File: config.mk
export PLATFORM = sky130hd
export DESIGN_NAME = cu_sequencer_flat
export DESIGN_NICKNAME = d
export VERILOG_FILES = /design/src/rtl/cu_pkg.sv /design/src/rtl/cu_sequencer_if.sv /design/src/rtl/cu_class_decode.sv /design/src/rtl/cu_sequencer.sv /design/src/flat_wrapper.sv
export SDC_FILE = /design/constraint.sdc
export NUM_CORES = 1
export LEC_CHECK = 0
export ABC_AREA = 1
export BUFFER_PORTS_ARGS = -buffer_cell sky130_fd_sc_hd__buf_2
export CORE_AREA = 2 2 109 111
export CTS_CLUSTER_SIZE = 10
export DETAILED_ROUTE_END_ITERATION = 6
export DIE_AREA = 0 0 111 113
export GPL_ROUTABILITY_DRIVEN = 0
export PLACE_DENSITY = 0.62
export SYNTH_ARGS = -nofsm -noshare
export SYNTH_HDL_FRONTEND = slang
export SYNTH_SLANG_ARGS = --single-unit
export TNS_END_PERCENT = 1
File: constraint.sdc
create_clock -name clock -period 1.5 [get_ports clock]
set_clock_uncertainty 0.05 [all_clocks]
set_input_delay 0.225 -clock clock [delete_from_list [all_inputs] [get_ports clock]]
set_output_delay 0.225 -clock clock [all_outputs]
set_load 0.05 [all_outputs]
File: src/rtl/cu_pkg.sv
// Shared definitions for the LEGv8 control sequencer and class units.
// Holds state and class encodings, control-word field positions and the fetch word.
package cu_pkg;

  localparam int unsigned CulDefault = 36;

  typedef enum logic [3:0] {
    StFetch = 4'b0000,
    StEx0   = 4'b0001,
    StEx1   = 4'b0010,
    StEx2   = 4'b0011,
    StHalt  = 4'b1111
  } state_e;

  typedef enum logic [2:0] {
    ClsBr,
    ClsDpi,
    ClsDpr,
    ClsLs,
    ClsIll
  } cls_e;

  // Control-word field positions, LSB first
  localparam int unsigned PcFsLsb       = 0;
  localparam int unsigned PcSelBit      = 2;
  localparam int unsigned DataTriLsb    = 3;
  localparam int unsigned AddTriSelBit  = 5;
  localparam int unsigned SizeLsb       = 6;
  localparam int unsigned StatusLoadBit = 8;
  localparam int unsigned IrLoadBit     = 9;
  localparam int unsigned MemWrEnBit    = 10;
  localparam int unsigned BSelBit       = 11;
  localparam int unsigned MemCsLsb      = 12;
  localparam int unsigned C0Bit         = 14;
  localparam int unsigned WRegBit       = 15;
  localparam int unsigned DaLsb         = 16;
  localparam int unsigned SbLsb         = 21;
  localparam int unsigned SaLsb         = 26;
  localparam int unsigned FsLsb         = 31;
  localparam int unsigned FsMsb         = 35;

  // Fetch word: read memory onto the instruction bus and load IR; PC advances only on ready
  function automatic logic [FsMsb:0] fetch_cw(input logic pc_step);
    logic [FsMsb:0] cw;
    cw                   = '0;
    cw[MemCsLsb+:2]      = 2'b01;
    cw[IrLoadBit]        = 1'b1;
    cw[AddTriSelBit]     = 1'b1;
    cw[PcFsLsb+:2]       = {1'b0, pc_step};
    return cw;
  endfunction

endpackage

File: src/rtl/cu_sequencer_if.sv
// Memory, ALU and class-unit signals around the control sequencer.
interface cu_sequencer_if
  import cu_pkg::*;
#(
  parameter int unsigned CUL = CulDefault
);
  logic            mem_ready;
  logic [31:0]     mem_data;
  logic [3:0]      alu_status;
  logic [CUL:0]    cw_br;
  logic [CUL:0]    cw_dpi;
  logic [CUL:0]    cw_dpr;
  logic [CUL:0]    cw_ls;
  logic [3:0]      ns_br;
  logic [3:0]      ns_dpi;
  logic [3:0]      ns_dpr;
  logic [3:0]      ns_ls;
  logic [31:0]     IR;
  logic [3:0]      state;
  logic [3:0]      status;
  logic [CUL:0]    controlWord;
  logic            illegal;

  modport master (
    input  mem_ready, mem_data, alu_status,
    input  cw_br, cw_dpi, cw_dpr, cw_ls,
    input  ns_br, ns_dpi, ns_dpr, ns_ls,
    output IR, state, status, controlWord, illegal
  );

  modport slave (
    output mem_ready, mem_data, alu_status,
    output cw_br, cw_dpi, cw_dpr, cw_ls,
    output ns_br, ns_dpi, ns_dpr, ns_ls,
    input  IR, state, status, controlWord, illegal
  );

endinterface

File: src/rtl/cu_class_decode.sv
// Maps the instruction-class field IR[28:25] to the class enum.
module cu_class_decode
  import cu_pkg::*;
(
  input  logic [3:0] op_i,
  output cls_e       cls_o
);

  always_comb begin
    cls_o = ClsIll;
    unique casez (op_i)
      4'b100?: cls_o = ClsDpi;
      4'b101?: cls_o = ClsBr;
      4'b?1?0: cls_o = ClsLs;
      4'b?101: cls_o = ClsDpr;
      default: cls_o = ClsIll;
    endcase
  end

endmodule

File: src/rtl/cu_sequencer.sv
// Fetch/execute sequencer: owns IR, NZCV and the state register, and forwards the
// control word and next-state request of the class unit selected by IR.
module cu_sequencer
  import cu_pkg::*;
#(
  parameter int unsigned CUL = CulDefault
) (
  input logic            clock,
  input logic            reset_n,
  cu_sequencer_if.master bus
);

  state_e       state_q;
  logic [31:0]  ir_q;
  logic [3:0]   status_q;
  logic         illegal_q;

  cls_e         cls;
  logic [CUL:0] cw_sel;
  logic [3:0]   ns_sel;
  logic [CUL:0] cw;
  state_e       ex_next;

  cu_class_decode u_decode (
    .op_i  (ir_q[28:25]),
    .cls_o (cls)
  );

  // An illegal class requests an out-of-range state so it lands in HALT like a bad ns
  always_comb begin
    cw_sel = '0;
    ns_sel = 4'hF;
    unique case (cls)
      ClsBr:   begin cw_sel = bus.cw_br;  ns_sel = bus.ns_br;  end
      ClsDpi:  begin cw_sel = bus.cw_dpi; ns_sel = bus.ns_dpi; end
      ClsDpr:  begin cw_sel = bus.cw_dpr; ns_sel = bus.ns_dpr; end
      ClsLs:   begin cw_sel = bus.cw_ls;  ns_sel = bus.ns_ls;  end
      default: begin cw_sel = '0;         ns_sel = 4'hF;       end
    endcase
  end

  always_comb begin
    case (ns_sel)
      4'h0:    ex_next = StFetch;
      4'h1:    ex_next = StEx0;
      4'h2:    ex_next = StEx1;
      4'h3:    ex_next = StEx2;
      default: ex_next = StHalt;
    endcase
  end

  // PC stepping is gated by reset so the fetch word holds PC while reset is asserted
  always_comb begin
    cw = '0;
    case (state_q)
      StFetch: cw[FsMsb:0] = fetch_cw(bus.mem_ready & reset_n);
      StEx0, StEx1, StEx2: begin
        cw               = cw_sel;
        cw[CUL:FsMsb+1]  = '0;
      end
      default: cw = '0;
    endcase
  end

  always_ff @(posedge clock or negedge reset_n) begin
    if (!reset_n) begin
      state_q   <= StFetch;
      ir_q      <= '0;
      status_q  <= '0;
      illegal_q <= 1'b0;
    end else begin
      case (state_q)
        StFetch: begin
          if (bus.mem_ready) begin
            ir_q    <= bus.mem_data;
            state_q <= StEx0;
          end
        end
        StEx0, StEx1, StEx2: begin
          state_q <= ex_next;
          if (cw[StatusLoadBit]) status_q <= bus.alu_status;
          if (ex_next == StHalt) illegal_q <= 1'b1;
        end
        default: state_q <= StHalt;
      endcase
    end
  end

  assign bus.IR          = ir_q;
  assign bus.state       = state_q;
  assign bus.status      = status_q;
  assign bus.controlWord = cw;
  assign bus.illegal     = illegal_q;

endmodule

File: src/flat_wrapper.sv
// flat-port wrapper written by rule: the top's interface ports become plain ports
module cu_sequencer_flat import cu_pkg::*;
#(
  parameter int unsigned CUL = CulDefault
)
  (clock, reset_n, bus_mem_ready, bus_mem_data, bus_alu_status, bus_cw_br, bus_cw_dpi, bus_cw_dpr, bus_cw_ls, bus_ns_br, bus_ns_dpi, bus_ns_dpr, bus_ns_ls, bus_IR, bus_state, bus_status, bus_controlWord, bus_illegal);
  cu_sequencer_if #(.CUL(CUL)) bus_i ();
  input logic clock;
  input logic reset_n;
  input wire logic [$bits(bus_i.mem_ready)-1:0] bus_mem_ready;
  input wire logic [$bits(bus_i.mem_data)-1:0] bus_mem_data;
  input wire logic [$bits(bus_i.alu_status)-1:0] bus_alu_status;
  input wire logic [$bits(bus_i.cw_br)-1:0] bus_cw_br;
  input wire logic [$bits(bus_i.cw_dpi)-1:0] bus_cw_dpi;
  input wire logic [$bits(bus_i.cw_dpr)-1:0] bus_cw_dpr;
  input wire logic [$bits(bus_i.cw_ls)-1:0] bus_cw_ls;
  input wire logic [$bits(bus_i.ns_br)-1:0] bus_ns_br;
  input wire logic [$bits(bus_i.ns_dpi)-1:0] bus_ns_dpi;
  input wire logic [$bits(bus_i.ns_dpr)-1:0] bus_ns_dpr;
  input wire logic [$bits(bus_i.ns_ls)-1:0] bus_ns_ls;
  output wire logic [$bits(bus_i.IR)-1:0] bus_IR;
  output wire logic [$bits(bus_i.state)-1:0] bus_state;
  output wire logic [$bits(bus_i.status)-1:0] bus_status;
  output wire logic [$bits(bus_i.controlWord)-1:0] bus_controlWord;
  output wire logic [$bits(bus_i.illegal)-1:0] bus_illegal;
  assign bus_i.mem_ready = bus_mem_ready;
  assign bus_i.mem_data = bus_mem_data;
  assign bus_i.alu_status = bus_alu_status;
  assign bus_i.cw_br = bus_cw_br;
  assign bus_i.cw_dpi = bus_cw_dpi;
  assign bus_i.cw_dpr = bus_cw_dpr;
  assign bus_i.cw_ls = bus_cw_ls;
  assign bus_i.ns_br = bus_ns_br;
  assign bus_i.ns_dpi = bus_ns_dpi;
  assign bus_i.ns_dpr = bus_ns_dpr;
  assign bus_i.ns_ls = bus_ns_ls;
  assign bus_IR = bus_i.IR;
  assign bus_state = bus_i.state;
  assign bus_status = bus_i.status;
  assign bus_controlWord = bus_i.controlWord;
  assign bus_illegal = bus_i.illegal;
  cu_sequencer #(.CUL(CUL)) u_core (.clock(clock), .reset_n(reset_n), .bus(bus_i));
endmodule
==> results of run 1 <==
[state kept, by name (all words and copies together) (netlist names)]
register and flops:
u_core.bus.IR 32, u_core.bus.status 4, u_core.bus.state 3, u_core.bus.illegal 1
[worst paths after layout]
kind / end / slack [ns] / depth (start not counted)
max in group asynchronous: u_core.bus.IR[27] / 0.49 / 3
min: u_core.bus.status[0] / 0.10 / 3
max reg2reg: u_core.bus.status[0] / -0.10 / 10
max: bus_controlWord[33] / -0.57 / 8
min reg2reg: u_core.bus.IR[31] / 0.42 / 2
min in group asynchronous: u_core.bus.IR[9] / 0.53 / 3
[kinds of logic after synthesis]
| family | count (synthesis) | synth area share |
|---|---|---|
| compound gates | 56 | 0.0976 |
| buf+inv | 43 | 0.0770 |
| flops | 40 | 0.344 |
| other cells | 1 | 0.00129 |
| simple gates | 321 | 0.480 |
[cell usage in the layout (no fill, tap or decap), drive strengths merged]
master	Yosys	final
nor2	19	19
dlygate4sd3	0	1
inv	14	13
o21ai	3	3
and3	12	12
diode	0	3
nand4	7	7
nand3	39	39
clkbuf	13	10
conb	1	1
a21oi	53	53
clkinv	0	1
dfrtp	40	40
nand2	244	244
buf	16	327
[per-stage QoR]
stage / cell area, um2 / util / TNS, ns
after floorplan: 3350 / - / -16.12
after global placement: 5190 / 0.460 / -11.59
after detailed placement: 5190 / 0.460 / -12.40
after CTS: 5720 / 0.507 / -19.71
after global routing: 5850 / 0.519 / -22.39
final: 5850 / 0.519 / -18.64
[critical path, delay by kind of cell (launching register included)]
| kind | cells | cell delay (ns) |
|---|---|---|
| buf+inv | 3 | 0.41 |
| flops | 1 | 0.53 |
| simple gates | 4 | 0.42 |
| compound gates | 1 | 0.16 |
[power by group through the flow]
stage	clock network, W	logic, W	registers, W
global route	0.00112	0.000354	0.00108
detailed placement	0	0.000312	0.00110
finish	0.00105	0.000323	0.00108
global placement	0	0.000310	0.00110
CTS	0.00108	0.000319	0.00108
floorplan	0	0.0000245	0.00110
[metal layers]
layer | vias up | routed length (um)
li1 | 2083 | -
met1 | 1958 | 5200
met2 | 190 | 7360
met3 | 21 | 1140
met4 | 0 | 301
met5 | - | 0
[final cells by class]
| cell class | count | area, um2 |
|---|---|---|
| Fill cell | 1098 | 5420 |
| Multi-Input combinational cell | 378 | 2230 |
| Timing Repair Buffer | 330 | 2210 |
| Sequential cell | 40 | 1010 |
| Tap cell | 143 | 179 |
| Clock buffer | 8 | 146 |
| Inverter | 14 | 67.6 |
| Antenna cell | 3 | 7.51 |
[repair_timing]
item | CTS | global route
gates resized for setup | 98 | 25
gates cloned | 1 | 2
hold buffers | 1 | 0
pin swaps | 13 | 13
endpoints found under the setup margin | 44 | 70
hold endpoints to repair | 40 | 0
setup buffers | 1 | 1
==> summary.txt, run 1 <==
Worst Setup SP - u_core.bus.IR[27]
Setup CP Type - register to output port
Worst r2r src - u_core.bus.IR[26]
Post-synth top area share - 0.344
Drt total wl - 14000 um
Arr. time, crit path - 1.79 ns
Most common cell in the netlist - nand2_1
Final setup vio count - 44
Setup Slack @ Placement - -0.368 ns
Synth warnings - 0
Vias in the first global route - 4374
Final HPWL DP - 10900 um
Share of layout cells above drive strength 1 - 0.573
Bufs on Longest Clock Path - 2
Post-Synthesis Cells - 461
Cell count after placement - 899
Final worst slack - -0.567 ns
CP peak stage delay - 0.53 ns
Clock Pin Slew Worst Setup and Hold Paths - 0.06 ns
Final Hold Vio Count - 0
CP endpoint kind - output port
Syn_nets - 664
Hold Path Class - input port to register
First DRT Iteration DRCs - 165
Async SR Flop Fraction - 1.00
Failing checks - setup timing
GR Util met3 - 0.0573
Top cells by count, synth - nand2_1 (234), a21oi_1 (53), dfrtp_1 (40)
Row cnt - 39
Vias/cell - 4.64
#FFs+latches synth - 40
Min Tclk post-route - 2.07 ns
Num CTS Buffers - 5
Worst skew pair latency - 0.28 ns
First-pass iteration count of the detailed router - 4
Crit-path max FO - 7
Antenna Nets Post-Route - 0
Post-synth EDFFs - 0
GR Util All Layers - 0.212
First-pass GRT wire length - 21600 um
Non-filler cells in the finished layout - 916
VDD IR max - 574 uV
Area leader, netlist - dfrtp_1
Pwr dens - 420 nW/um2
CTS tree - yes
Clock root cell - clkbuf_16
Maxcap violations - 0
Worst-path cell chain - nor2_4, nand2_2, clkinv_4, buf_12, nand2_1, and3_4, a21oi_4, buf_6
Pwr Total - 0.00246 W
Met1 global-route usage - 0.239
Initial antenna violation count - 3
Via Count - 4252
Final Cycle Share - 1.38
Critical path's slowest cell - dfrtp_4
Die width - 111 um
Clock Power Share - 0.429
Max Clk Rate - 484 MHz
Sw frac - 0.214
Die Span Y - 113 um
Area growth syn-to-layout - 101%
Int Power - 0.00193 W
Clock sinks - 40
Top FF cell, synth - dfrtp_1
Top Usage Layer GRT - met2
Syn_area_per_cell - 6.31 um2
Hold_ws - 0.105 ns
Sequential-to-total area share from yosys stat - 0.344
Die Area - 12500 um2
Mapped Area - 2910 um2
Post-DR wirelength/cell - 15.3 um
DRC viols - 0
Synth area leaders - dfrtp_1 (34%), nand2_1 (30%), a21oi_1 (9.1%)
Worst-Margin Slew - 0.508 ns
NetSw - 0.000526 W
Largest net degree at the start of global routing - 41
Total gr overflow - 0
Critical path startpoint category - register
I/O pins - 281
Logic pwr share - 0.132
Worst endpoint required time - 1.22 ns
Leakage power - 2.99 nW
Nets - 972
Core region area - 11300 um2
Unrepaired setup endpoints after global routing - yes
Met2 Track Usage GR - 0.380
Final Slew Violations - 0
Synth cell types - 24
H-tree Lvls - 2
Slew HR - 0.661
HP Start - bus_alu_status[0]
Status - finished, violations left
Initial Util - 0.258
Sequential power share - 0.439
Port bufs - 275
No activity file was read; power rests on OpenSTA's default activity.
==> run 2, diff against run 1 <==
--- a/config.mk
+++ b/config.mk
@@ -9,4 +9,5 @@
 export BUFFER_PORTS_ARGS = -buffer_cell sky130_fd_sc_hd__buf_2
 export CORE_AREA = 2 2 109 111
+export CTS_CLUSTER_DIAMETER = 150
 export CTS_CLUSTER_SIZE = 10
 export DETAILED_ROUTE_END_ITERATION = 6
==> constraint.sdc (replaced) <==
create_clock -name clock -period 1.5 [get_ports clock]
set_clock_uncertainty 0.05 [all_clocks]
set_input_delay 0.3 -clock clock [delete_from_list [all_inputs] [get_ports clock]]
set_output_delay 0.3 -clock clock [all_outputs]
set_load 0.05 [all_outputs]
==> summary.txt, run 2 (synthesis gave the netlist of run 1 again) <==
Status - finished, violations left
Failing checks - setup timing
Multi-input gate area - 2250 um2 (+1.1%)
Largest net degree at the start of global routing - 41 (unchanged)
CP endpoint kind - output port
Min Tclk post-route - 2.17 ns (+0.105 ns)
Arr. time, crit path - 1.82 ns (+0.03 ns)
Worst r2r src - u_core.bus.IR[26]
Clock sinks - 40 (unchanged)
Port bufs - 275 (unchanged)
First-pass GRT wire length - 21300 um (-1.1%)
Fin Setup TNS - -23.84 ns (-5.19 ns)
Most common cell after layout, fill and taps aside - buf_2
Fillers - 1072 (-2.4%)
Vias/cell - 4.68 (+0.77%)
Worst r2r path cells - 12 (+2)
Post-DR wirelength/cell - 15.7 um (+2.7%)
Maxcap violations - 0 (unchanged)
DRC viols - 0 (unchanged)
Final Cycle Share - 1.45 (+0.0701)
Initial Util - 0.258 (unchanged)
Leakage power - 3.02 nW (+1.1%)
Clock root cell - clkbuf_16
Worst Setup SP - u_core.bus.IR[27]
First DRT Iteration DRCs - 266 (+61%)
Row cnt - 39 (unchanged)
Final Slew Violations - 0 (unchanged)
Pwr dens - 443 nW/um2 (+5.7%)
I/O pins - 281 (unchanged)
Final setup vio count - 49 (+11%)
Die width - 111 um (unchanged)
CTS tree - yes
Num CTS Buffers - 5 (unchanged)
Setup CP Type - register to output port
Nets - 976 (+0.41%)
Die Span Y - 113 um (unchanged)
First-pass iteration count of the detailed router - 4 (unchanged)
Final HPWL DP - 10900 um (+0.49%)
Final Hold Vio Count - 0 (unchanged)
Placed cell area - 5190 um2 (unchanged)
Core region area - 11300 um2 (unchanged)
Seq. cell area - 1010 um2 (unchanged)
Total gr overflow - 0 (unchanged)
VDD IR max - 790 uV (+38%)
Commonest cells after routing, fill and taps aside - buf_2 (237), nand2_1 (216), buf_4 (39), nand3_1 (36), buf_6 (34)
Share of layout cells above drive strength 1 - 0.578 (+0.00479)
Clock Pin Slew Worst Setup and Hold Paths - 0.06 ns (about the same)
Worst endpoint required time - 1.15 ns (-0.07 ns)
Antenna Nets Post-Route - 0 (unchanged)
Cell count after placement - 899 (unchanged)
Design area - 6000 um2 (+2.4%)
Bufs on Longest Clock Path - 2 (unchanged)
Die Area - 12500 um2 (unchanged)
Unrepaired setup endpoints after global routing - yes
Crit-path max FO - 7 (unchanged)
Max reg flops - 32 (unchanged)
R2r endpoint - u_core.bus.status[3]
Worst skew pair latency - 0.28 ns (about the same)
H-tree Lvls - 2 (unchanged)
Hold Path Class - input port to async pin
Crit path capture - bus_controlWord[13]
Max Clk Rate - 460 MHz (-4.8%)
Non-filler cells in the finished layout - 918 (+0.22%)
Initial antenna violation count - 1 (-2)
Final worst slack - -0.672 ns (-0.105 ns)
Register-to-Register Setup Slack - -0.20 ns (-0.10 ns)
Via Count - 4294 (+0.99%)
GR Util All Layers - 0.209 (-0.00383)
Drt total wl - 14400 um (+3.0%)
Area growth syn-to-layout - 106%
Critical path startpoint category - register
Vias in the first global route - 4364 (-0.23%)
run 2: changes by cell type in the layout (fill, tap and decap cells not counted), sizes merged:
cell         before  now
clkbuf           10   13
diode             3    1
clkinv            1    3
buf             327  326
nor2             19   20
dlygate4sd3       1    0
inv              13   12
bufinv            0    1
run 2: metrics by stage:
step	hold WS [ns]	worst slack [ns]	utilization	power, W
after floorplan	-0.0456	-0.429	-	0.00112
after global placement	0.360	-0.428	0.460	0.00141
after detailed placement	0.361	-0.456	0.460	0.00141
after CTS	0.0569	-0.681	0.504	0.00268
after global routing	0.0882	-0.738	0.532	0.00277
final	0.0442	-0.672	0.532	0.00266
run 2: routing by layer:
layer	GRT usage	vias to the layer above	routed length (um)
met5	0	-	0
met4	0.0775	0	463
met3	0.0477	30	1120
met2	0.388	215	7510
met1	0.233	1958	5320
li1	-	2091	-
run 2: final cells by class:
cell class                      instances  share of cell area
Multi-Input combinational cell        379               0.376
Clock buffer                            6              0.0232
Antenna cell                            1            0.000417
Sequential cell                        40               0.169
Tap cell                              143              0.0298
Inverter                               14              0.0121
Timing Repair Buffer                  333               0.384
Clock inverter                          2             0.00647
run 2: power breakdown:
part	internal (W)	switching, W	total, W	leakage, nW
clock	0.000833	0.000425	0.00126	0.0871
combinational	0.000187	0.000135	0.000322	2.42
sequential	0.00108	0	0.00108	0.520
total	0.00210	0.000560	0.00266	3.02
run 2: worst min-delay path by stage:
stage            start           endpoint  slack, ns
2_1_floorplan  reset_n   u_core.bus.IR[0]      -0.05
3_3_place_gp   reset_n   u_core.bus.IR[8]       0.36
3_5_place_dp   reset_n  u_core.bus.IR[18]       0.36
4_1_cts        reset_n  u_core.bus.IR[23]       0.06
5_1_grt        reset_n  u_core.bus.IR[23]       0.09
6_report       reset_n   u_core.bus.IR[9]       0.04
run 2: timing repair:
item / CTS / global route
pin swaps: 10 / 25
hold buffers: 0 / 0
gates cloned: 0 / 7
gates resized for setup: 95 / 35
setup endpoints to repair: 76 / 77
setup buffers: 0 / 3
run 2: critical path, cell delays in order, from the launching register on:
cell      delay (ns)
dfrtp_4         0.55
nor2_4          0.14
nand2_2         0.08
clkinv_4        0.10
buf_12          0.14
nand2_1         0.06
and3_4          0.15
a21oi_4         0.14
buf_6           0.17
==> run 3, diff against run 2 <==
Settings changed: CORE_AREA 2 2 109 111 to 2 2 108 110, CTS_BUF_LIST set to sky130_fd_sc_hd__clkbuf_4, DIE_AREA 0 0 111 113 to 0 0 110 112, PLACE_DENSITY 0.62 to 0.63.
==> summary.txt, run 3 (synthesis gave the netlist of run 1 again) <==
Final Hold Vio Count - 0 (unchanged)
Die width - 110 um (-0.90%)
Worst skew pair latency - 0.35 ns (+0.07 ns)
Layout Utilization - 0.527 (-0.00476)
Min Tclk post-route - 2.21 ns (+0.0339 ns)
Maxcap violations - 0 (unchanged)
Critical path's slowest cell - dfrtp_2
Worst-path cell chain - buf_4, nand3_4, clkinv_4, clkbuf_16, nand2_1, nand2_1, a21oi_2, a21oi_4, buf_6
Failing checks - setup timing
Share of layout cells above drive strength 1 - 0.579 (+0.00136)
Core region area - 11200 um2 (-0.87%)
Critical path startpoint category - register
Register-to-Register Setup Slack - -0.23 ns (-0.03 ns)
Via Count - 4249 (-1.0%)
Die Area - 12300 um2 (-1.8%)
First DRT Iteration DRCs - 232 (-13%)
Seq. cell area - 1010 um2 (unchanged)
Final Cycle Share - 1.47 (+0.0226)
Worst endpoint required time - 1.15 ns (about the same)
Port bufs - 275 (unchanged)
Largest net degree at the start of global routing - 41 (unchanged)
Most used cell along the critical path - nand2_1
First-pass iteration count of the detailed router - 5 (+1)
Die Span Y - 112 um (-0.88%)
Final Slew Violations - 0 (unchanged)
Antenna Nets Post-Route - 0 (unchanged)
Max Clk Rate - 453 MHz (-1.5%)
I/O pins - 281 (unchanged)
Nets - 969 (-0.72%)
Bufs on Longest Clock Path - 2 (unchanged)
First-pass GRT wire length - 20000 um (-6.1%)
CP endpoint kind - output port
Worst r2r path cells - 9 (-3)
Multi-input gate area - 2260 um2 (+0.17%)
Fin Setup TNS - -25.47 ns (-1.64 ns)
Clock root cell - clkbuf_4
Row cnt - 39 (unchanged)
Arr. time, crit path - 1.86 ns (+0.04 ns)
Worst r2r src - u_core.bus.IR[27]
Setup Slack @ Placement - -0.432 ns (+0.0235 ns)
Total gr overflow - 0 (unchanged)
Leakage power - 3.01 nW (-0.55%)
Unrepaired setup endpoints after global routing - yes
Hold Path Depth - 3
R2r endpoint - u_core.bus.status[1]
Commonest cells after routing, fill and taps aside - buf_2 (232), nand2_1 (217), buf_6 (42), nand3_1 (37), dfrtp_1 (33)
Num CTS Buffers - 5 (unchanged)
Post-DR wirelength/cell - 14.8 um (-5.9%)
Final setup vio count - 46 (-6.1%)
Fillers - 1071 (-0.093%)
Crit path capture - bus_controlWord[11]
CTS tree - yes
Setup CP Type - register to output port
Final worst slack - -0.706 ns (-0.0339 ns)
CP peak stage delay - 0.47 ns (-0.08 ns)
Most common cell after layout, fill and taps aside - buf_2
Clock Pin Slew Worst Setup and Hold Paths - 0.14 ns (+0.08 ns)
Slew HR - 0.666
Vias in the first global route - 4286 (-1.8%)
Area growth syn-to-layout - 102%
Pwr dens - 332 nW/um2 (-25%)
Max reg flops - 32 (unchanged)
Status - finished, violations left
Initial antenna violation count - 3 (+2)
GR Util All Layers - 0.204 (-0.00468)
DRC viols - 0 (unchanged)
Worst Setup SP - u_core.bus.IR[26]
Initial Util - 0.260 (+0.00225)
Vias/cell - 4.66 (-0.40%)
VDD IR max - 496 uV (-37%)
Final HPWL DP - 10700 um (-2.5%)
Hold Path Class - input port to register
Worst-Margin Slew - 0.501 ns
Crit-path max FO - 7 (unchanged)
H-tree Lvls - 2 (unchanged)
Drt total wl - 13500 um (-6.5%)
Clock sinks - 40 (unchanged)
## run 3: worst min-delay path by stage
stage                            startpoint                   end  slack [ns]
after global routing      bus_alu_status[3]  u_core.bus.status[3]        0.11
after detailed placement            reset_n      u_core.bus.IR[8]        0.37
after floorplan                     reset_n      u_core.bus.IR[0]       -0.05
after CTS                 bus_alu_status[2]  u_core.bus.status[2]        0.09
final                     bus_alu_status[2]  u_core.bus.status[2]        0.10
after global placement              reset_n      u_core.bus.IR[8]        0.37
## run 3: power by group
part / leakage [nW] / total, W / switching [W] / internal (W)
registers: 0.520 / 0.00108 / 0 / 0.00108
clock network: 0.0249 / 0.000552 / 0.000375 / 0.000177
logic: 2.46 / 0.000325 / 0.000137 / 0.000188
total: 3.01 / 0.00196 / 0.000513 / 0.00144
## run 3: final cells by class
| cell class | instances | area share |
|---|---|---|
| repair buffers | 327 | 0.392 |
| multi-input cells | 378 | 0.383 |
| flip-flops and latches | 40 | 0.172 |
| well taps | 143 | 0.0304 |
| inverters | 14 | 0.0123 |
| clock buffers | 5 | 0.00637 |
| clock inverters | 3 | 0.00319 |
| diodes | 2 | 0.000850 |
## run 3: what timing repair did
action / CTS / global route
gates resized for setup: 123 / 32
hold buffers: 1 / 0
setup endpoints to repair: 81 / 82
hold endpoints to repair: 40 / 0
buffers inserted: 2 / 2
pin swaps: 27 / 5
gates cloned: 1 / 1
## run 3: metrics by stage
stage,hold slack (ns),instances,cell area [um2],power (W)
floorplan,-0.0456,461,3350,0.00112
CTS,0.0924,907,5730,0.00198
global placement,0.372,895,5210,0.00141
detailed placement,0.371,895,5210,0.00141
finish,0.103,912,5890,0.00196
global route,0.105,912,5890,0.00204
## run 3: critical path, delay by kind of cell (launching register included)
kind,cells,cell delay [ns]
buf+inv,4,0.58
flops,1,0.47
simple gates,3,0.22
compound gates,2,0.22
## run 3: routing by layer
layer  vias up  share of wire  GRT usage
met5         -        0.00096          0
met4         2          0.028     0.0751
met3        28          0.085     0.0422
met1      1940           0.37      0.228
met2       202           0.52      0.372
li1       2077              -          -
